===== src/rtl/fetch_pcu.sv =====
// fetch_pcu: program counter and pipelined instruction-fetch sequencer.
// Keeps up to MAX_OUTSTANDING fetches in flight, remembers each request PC in a
// small FIFO, and silently drops responses that belong to fetches issued before
// a redirect.
// Optional feature macro: PCU_REDIRECT_BYPASS_EN -- issue the fetch for the
// redirect target in the redirect cycle itself.
module fetch_pcu #(
    parameter int unsigned     XLEN            = 32,
    parameter logic [XLEN-1:0] RESET_PC        = XLEN'(32'h8000_0000),
    parameter int unsigned     INST_BYTES      = 4,
    parameter int unsigned     MAX_OUTSTANDING = 2
) (
    input  logic            clk,
    input  logic            rst,
    input  logic            redirect_valid,
    input  logic [XLEN-1:0] redirect_pc,
    output logic            inst_req_valid,
    input  logic            inst_req_ready,
    output logic [XLEN-1:0] inst_req_addr,
    input  logic            inst_resp_valid,
    output logic            inst_resp_ready,
    input  logic [XLEN-1:0] inst_resp_data,
    output logic            out_valid,
    input  logic            out_ready,
    output logic [XLEN-1:0] out_pc,
    output logic [XLEN-1:0] out_inst
);

    localparam int unsigned     PTR_W      = (MAX_OUTSTANDING > 1) ? $clog2(MAX_OUTSTANDING) : 1;
    localparam int unsigned     CNT_W      = $clog2(MAX_OUTSTANDING + 1);
    localparam logic [XLEN-1:0] STRIDE     = XLEN'(INST_BYTES);
    localparam logic [XLEN-1:0] ALIGN_MASK = ~(STRIDE - XLEN'(1));
    localparam logic [CNT_W-1:0] CNT_MAX   = CNT_W'(MAX_OUTSTANDING);
    localparam logic [PTR_W-1:0] PTR_LAST  = PTR_W'(MAX_OUTSTANDING - 1);

    logic [XLEN-1:0]  r_pc;
    logic [XLEN-1:0]  r_queue [MAX_OUTSTANDING];
    logic [PTR_W-1:0] r_wr_ptr;
    logic [PTR_W-1:0] r_rd_ptr;
    logic [CNT_W-1:0] r_cnt;
    logic [CNT_W-1:0] r_drop_cnt;

    logic [XLEN-1:0]  w_redirect_pc_al;
    logic             w_drop_pending;
    logic             w_req_fire;
    logic             w_resp_fire;
    logic [CNT_W-1:0] w_cnt_after_pop;

    // Circular pointer advance; depth need not be a power of two.
    function automatic logic [PTR_W-1:0] ptr_inc(input logic [PTR_W-1:0] p);
        return (p == PTR_LAST) ? '0 : p + PTR_W'(1);
    endfunction

    // Handshake decode, issue and delivery outputs.
    always_comb begin
        w_redirect_pc_al = redirect_pc & ALIGN_MASK;
        w_drop_pending   = (r_drop_cnt != '0);
        inst_resp_ready  = !rst && (w_drop_pending || redirect_valid || out_ready);
        w_resp_fire      = inst_resp_valid && inst_resp_ready;
        w_cnt_after_pop  = r_cnt - CNT_W'(w_resp_fire);
        out_valid        = !rst && inst_resp_valid && !w_drop_pending && !redirect_valid;
        out_pc           = r_queue[r_rd_ptr];
        out_inst         = inst_resp_data;
        inst_req_valid   = !rst && (r_cnt < CNT_MAX) && !redirect_valid;
        inst_req_addr    = r_pc;
`ifdef PCU_REDIRECT_BYPASS_EN
        // Fetch the redirect target at once; room is judged after this cycle's pop.
        if (redirect_valid) begin
            inst_req_valid = !rst && (w_cnt_after_pop < CNT_MAX);
            inst_req_addr  = w_redirect_pc_al;
        end
`endif
        w_req_fire = inst_req_valid && inst_req_ready;
    end

    // PC, occupancy, stale-response count and FIFO pointers.
    always_ff @(posedge clk) begin
        if (rst) begin
            r_pc       <= RESET_PC & ALIGN_MASK;
            r_wr_ptr   <= '0;
            r_rd_ptr   <= '0;
            r_cnt      <= '0;
            r_drop_cnt <= '0;
        end else begin
            if (w_req_fire) begin
                r_wr_ptr <= ptr_inc(r_wr_ptr);
            end
            if (w_resp_fire) begin
                r_rd_ptr <= ptr_inc(r_rd_ptr);
            end
            r_cnt <= w_cnt_after_pop + CNT_W'(w_req_fire);
            if (redirect_valid) begin
                // Every request still in flight becomes stale; a same-cycle
                // bypass fetch is pushed behind them and stays live.
                r_drop_cnt <= w_cnt_after_pop;
                r_pc       <= w_req_fire ? (inst_req_addr + STRIDE) : w_redirect_pc_al;
            end else begin
                if (w_resp_fire && w_drop_pending) begin
                    r_drop_cnt <= r_drop_cnt - CNT_W'(1);
                end
                if (w_req_fire) begin
                    r_pc <= inst_req_addr + STRIDE;
                end
            end
        end
    end

    // Request PC storage; contents are only meaningful while counted in r_cnt.
    always_ff @(posedge clk) begin
        if (w_req_fire) begin
            r_queue[r_wr_ptr] <= inst_req_addr;
        end
    end

endmodule


===== config.mk =====
export PLATFORM = sky130hd
export DESIGN_NAME = fetch_pcu
export DESIGN_NICKNAME = d
export VERILOG_FILES = /design/src/rtl/fetch_pcu.sv
export SDC_FILE = /design/constraint.sdc
export NUM_CORES = 1
export LEC_CHECK = 0
export ABC_AREA = 1
export CORE_ASPECT_RATIO = 0.6
export CORE_UTILIZATION = 49
export DETAILED_ROUTE_END_ITERATION = 12
export PLACE_DENSITY = 0.85
export SKIP_LAST_GASP = 1
export SYNTH_ARGS = -nofsm -noshare
export SYNTH_HDL_FRONTEND = slang
export SYNTH_SLANG_ARGS = --single-unit

===== constraint.sdc =====
create_clock -name clk -period 6.8 [get_ports clk]
set_clock_uncertainty 0.05 [all_clocks]
set_input_delay 1.7 -clock clk [delete_from_list [all_inputs] [get_ports clk]]
set_output_delay 1.7 -clock clk [all_outputs]
set_load 0.02 [all_outputs]

==> impl_metrics.toml, run 1 <==
[timing]
finalCritPeriodShare_pct = 81.7
drv_slew = 0
tns_ps = 0
worstMarginPinSlew_ps = 912
maxSlewHeadroom_pct = 39.2
fmax_mhz = 180
layout_min_cycle_time_ps = 5560
hold_viol_final = 0
grt_setup_unrepaired = "false"
setup_viol = 0

[setup_path]
cp.arrival_ps = 3810
cp_top_family = "buffers and inverters"
slowest_delay_ps = 960
crit_type = "input pin to output port"
path_buf_inv = 4
crit_path_start_kind = "input pin"
reg2reg_from = "r_cnt[1]$_SDFF_PP0_"
cp_max_fo = 18
crit_path_top_delay_cell = "clkdlybuf4s50_1"
cp-end-kind = "output port"
crit_path_start = "redirect_valid"
required_ps = 5050
worstPathCellList = "clkdlybuf4s50_1 > inv_1 > nand3b_1 > nand2_1 > inv_1 > clkdlybuf4s50_1"

[power_and_ir_drop]
ir_drop_uv = 129
power_leakage_nw = 2.21
power_density_nw_per_um2 = 236

[job]
drv_cap = 0

[place]
port_buffers = 98
hpwl_mm = 8.73
gp_congestion = 0.940

[finish]
syn2layout_area_growth_pct = 23.4
drive_gt1_share_pct = 11.2
diodes = 0
final_nets = 678
final_core_util_pct = 64.3

[worst_hold_path]
hp-start = "r_rd_ptr$_SDFFE_PP0P_"
hold_path.class = "flop to flop"

[global_routing]
grt_pass1_wl_mm = 18.8
grt_pass1_vias = 3724
antenna_found_initial = 0
grt_use_total_pct = 23.3
overflow = 0
grt_max_degree = 30

[logic_synthesis]
avgSynthCellArea_um2 = 9.18
synthCells = 539
yosysSeqAreaShare_pct = 51.4
ys.flop_type = "edfxtp_1"
synth_edf_count = 60
synth_top_area_share_pct = 36.4
async_reset_ff_share_pct = 0
ys_types = 36
ys_ff_latch = 97
yosys.area.top_type = "edfxtp_1"
yosysMostFrequentCell = "nand2_1"
synth_area_um2 = 4950
ys_warn_count = 0
ys_top_cells_by_area = "edfxtp_1, dfxtp_1, nand2_1, mux2_2, buf_4"
synth.cells.most_frequent = "nand2_1, edfxtp_1, nor2_1, dfxtp_1, inv_1"

[floorplanning]
die_x_um = 132
ioPinCount = 169
coreArea_um2 = 9490
design.die.area_um2 = 10500
rows = 27
die_y_um = 79.8
start_util_pct = 52.1

[clock_tree]
clock_latency_ps = 350
cts_buffer_depth = 2
clock_sinks = 97
cts_resized = 0
path_clk_slew_ps = 60
cts_tree = "done"
numCtsBuffers = 9
post-cts-setup-buffer-count = 0
htreeDepth = 3
cts_hold_buffers = 0
cts_root_buffer = "clkbuf_16"

[drt]
drtAntennaViolNets = 0
drt_iter0_drc = 318
wl_mm = 11.9
vias = 3876
drcViolationCount = 0
viasPerCell = 5.24
avgRoutedWirePerCell_um = 16.1
firstDrtPassIters = 5

[outcome]
status = "finished, final reports clean"
[cell usage in the layout (no fill, tap or decap), types with 2 or more instances in the layout]
cell / synthesis / layout
nand2_1: 146 / 146
clkdlybuf4s50_1: 0 / 98
edfxtp_1: 60 / 60
nor2_1: 56 / 54
inv_1: 37 / 37
dfxtp_1: 37 / 37
a21oi_1: 36 / 36
mux2_2: 30 / 30
nand3_1: 18 / 18
xor2_1: 10 / 10
nor2_2: 7 / 9
clkbuf_16: 0 / 9
a21boi_0: 8 / 8
a31oi_1: 7 / 7
buf_4: 36 / 5
o21ai_0: 4 / 4
xnor2_1: 4 / 4
ha_1: 4 / 4
conb_1: 1 / 4
nand3b_1: 3 / 3
nand2_2: 3 / 3
bufinv_16: 0 / 3
nand2_4: 2 / 2
nor3_1: 2 / 2
a21boi_1: 2 / 2
o211ai_1: 2 / 2
clkinv_1: 0 / 2
[final timing paths]
kind                                    to  slack, ps  cells past startpoint
hold reg to reg      r_rd_ptr$_SDFFE_PP0P_        410                      1
setup reg to reg  r_queue[0][16]$_DFFE_PP_       4530                      4
setup / recovery           inst_resp_ready       1240                      6
hold / removal       r_rd_ptr$_SDFFE_PP0P_        410                      1
[registers in the layout, indices dropped and copies added (netlist names), named ones only]
register       flops
r_queue           60
r_cnt              2
inst_req_addr     30
r_wr_ptr           1
r_drop_cnt         2
r_rd_ptr           1
[worst reg2reg max path, delay by kind of cell, from the launching register on]
kind / cells / cell delay (ps)
buffers and inverters: 1 / 410
AND/OR/NAND/NOR: 3 / 1130
flip-flops: 1 / 350
[cell type report]
type | instances | area, um2
timing repair buffer | 103 | 1020
sequential | 97 | 2540
tap | 130 | 163
clock buffer | 10 | 229
fill | 778 | 3390
clock inverter | 6 | 106
inverter | 39 | 148
multi-input combinational | 354 | 1900
[where the power goes]
group	switching [mW]	leakage [nW]	total, mW	internal (mW)
sequential	0.0294	0.853	0.679	0.650
combinational	0.101	1.19	0.195	0.0937
clock	0.207	0.162	0.565	0.357
total	0.338	2.21	1.44	1.10
[per-layer routing]
layer,up-vias,track usage [%],share of wire (%)
met2,173,37.4,45
met1,1809,30.7,46
met3,32,6.29,7.6
met5,-,0,0
met4,0,7.56,1.9
li1,1862,-,-
[metrics by stage]
step / hold WS [ps] / setup slack, ps / total power [mW] / cell area [um2] / cells
global placement: 388 / 1290 / 0.879 / 5770 / 723
detailed placement: 397 / 1280 / 0.885 / 5770 / 723
finish: 406 / 1240 / 1.44 / 6110 / 739
global route: 433 / 1110 / 1.49 / 6110 / 739
floorplan: 376 / 2460 / 0.824 / 4960 / 542
CTS: 409 / 1270 / 1.45 / 6110 / 739
[logic make-up (layout without fill, tap and decap cells)]
| kind of cell | count (synthesis) | in the layout | share of synthesized area [%] |
|---|---|---|---|
| mux | 30 | 30 | 6.83 |
| buf+inv | 91 | 158 | 10.6 |
| compound gates | 63 | 63 | 7.59 |
| simple gates | 239 | 239 | 20.1 |
| flops | 97 | 97 | 51.4 |
| other cells | 1 | 4 | 0.0758 |
| fa+ha+maj | 4 | 4 | 1.01 |
| xor+xnor | 14 | 14 | 2.48 |
Note: power is estimated with default switching activity, not from simulation.
==> inputs of run 2 (changes only) <==
Settings changed: CORE_UTILIZATION 49 to 46, PLACE_DENSITY 0.85 to 0.81.
Clock period 6.8 ns to 5.5 ns, I/O delays scaled along.
==> impl_metrics.toml, run 2 (same netlist as run 1, synthesis figures left out) <==
[timing]
tns_ps = 0
worstMarginPinSlew_ps = 833
fmax_mhz = 218
hold_viol_final = 0
grt_setup_unrepaired = "false"
setup_viol = 0
layout_min_cycle_time_ps = 4590
maxSlewHeadroom_pct = 44.4
drv_slew = 0
finalCritPeriodShare_pct = 83.5

[drt]
drtAntennaViolNets = 0
firstDrtPassIters = 5
viasPerCell = 5.14
drcViolationCount = 0
drt_iter0_drc = 226
wl_mm = 11.6
vias = 3828
avgRoutedWirePerCell_um = 15.6

[global_routing]
antenna_found_initial = 0
grt_pass1_wl_mm = 18.8
gr-usage-met1_pct = 30.6
met3_usage_pct = 6.35
grt_use_total_pct = 22.2
top_usage_layer = "met2"
overflow = 0
grt_pass1_vias = 3736
grt_max_degree = 30
gr-usage-met2_pct = 33.9

[setup_path]
cp_max_fo = 8
ff2ff_setup_slack_ps = 3320
required_ps = 4070
cpMostUsedCell = "clkdlybuf4s50_1"
crit_type = "input pin to output port"
cp.arrival_ps = 3170
crit_path_start_kind = "input pin"
reg2reg_to = "r_queue[1][13]$_DFFE_PP_"
r2r.worst_path.cells = 4
cp-end-kind = "output port"
reg2reg_from = "r_cnt[1]$_SDFF_PP0_"
crit_path_top_delay_cell = "clkdlybuf4s50_1"
worstPathCellList = "clkdlybuf4s50_1 > inv_1 > nand2_1 > nor3_1 > clkdlybuf4s50_1"
slowest_delay_ps = 640

[place]
port_buffers = 98
hpwl_mm = 8.45
gp_congestion = 0.960

[floorplanning]
die_x_um = 136
design.die.area_um2 = 11200
die_y_um = 82.3
coreArea_um2 = 10200
start_util_pct = 48.7
ioPinCount = 169
rows = 28

[finish]
final_common_cell = "nand2_1"
num-fill-cells = 858
layout_common_cells = "nand2_1, clkdlybuf4s50_1, edfxtp_1"
final_nets = 679
final_core_util_pct = 59.8
largest_register_ff_count = 60
syn2layout_area_growth_pct = 22.7
diodes = 0
drive_gt1_share_pct = 11.3
largest-register = "r_queue"

[worst_hold_path]
hold_path.class = "flop to flop"
hp-start = "r_rd_ptr$_SDFFE_PP0P_"
hold_path_end = "r_rd_ptr$_SDFFE_PP0P_"
whs_path_depth = 1

[clock_tree]
htreeDepth = 3
clock_latency_ps = 350
cts_resized = 0
cts_hold_buffers = 0
cts_buffer_depth = 2
numCtsBuffers = 9
path_clk_slew_ps = 60
post-cts-setup-buffer-count = 0
clock_sinks = 97
cts_tree = "done"
cts_root_buffer = "clkbuf_16"

[job]
drv_cap = 0

[outcome]
status = "finished, final reports clean"

[power_and_ir_drop]
power_leakage_nw = 2.19
power_density_nw_per_um2 = 278
ir_drop_uv = 154
==> run 2: cell types whose count changed in the layout (fill, tap and decap cells not counted), sizes merged <==
| cell | delta |
|---|---|
| buf | +1 |
| bufinv | -2 |
| clkinv | +1 |
| clkinvlp | +1 |
==> run 2: stage by stage <==
step	hold WS [ps]	instances	cell area, um2	total power [mW]	setup slack (ps)
after floorplan	376	542	4960	1.02	1770
after global placement	389	729	5780	1.09	964
after detailed placement	397	729	5780	1.10	968
after CTS	404	745	6070	1.70	945
after global routing	417	745	6070	1.76	783
final	406	745	6070	1.69	908
==> run 2: layout make-up <==
type	count	area [um2]	share of cell area [%]
Sequential cell	97	2540	41.9
Multi-Input combinational cell	354	1900	31.3
Timing Repair Buffer	104	1030	16.9
Clock buffer	10	229	3.77
Tap cell	135	169	2.78
Inverter	39	148	2.43
Clock inverter	6	58.8	0.968
==> run 2: per-layer routing <==
| layer | share of wire [%] | up-vias | wire, um |
|---|---|---|---|
| li1 | - | 1860 | - |
| met1 | 49 | 1783 | 5640 |
| met2 | 42 | 153 | 4890 |
| met3 | 7.6 | 32 | 881 |
| met4 | 1.6 | 0 | 184 |
| met5 | 0 | - | 0 |
==> run 2: where the power goes <==
part	internal [mW]	total [mW]	switching (mW)
Sequential	0.803	0.839	0.0354
Clock	0.349	0.606	0.257
Combinational	0.117	0.244	0.127
Total	1.27	1.69	0.419
==> run 2: worst max path at each step <==
stage / start / endpoint / slack, ps / cells past startpoint
global route: rst / out_valid / 780 / 5
CTS: rst / out_valid / 950 / 5
global placement: rst / out_valid / 960 / 5
finish: rst / out_valid / 910 / 5
detailed placement: rst / out_valid / 970 / 5
floorplan: rst / r_queue[0][10]$_DFFE_PP_ / 1770 / 4
==> run 2: worst max-delay path, delay by kind of cell <==
kind | cells | cell delay (ps)
and+or+nand+nor | 2 | 290
buffers and inverters | 3 | 1500
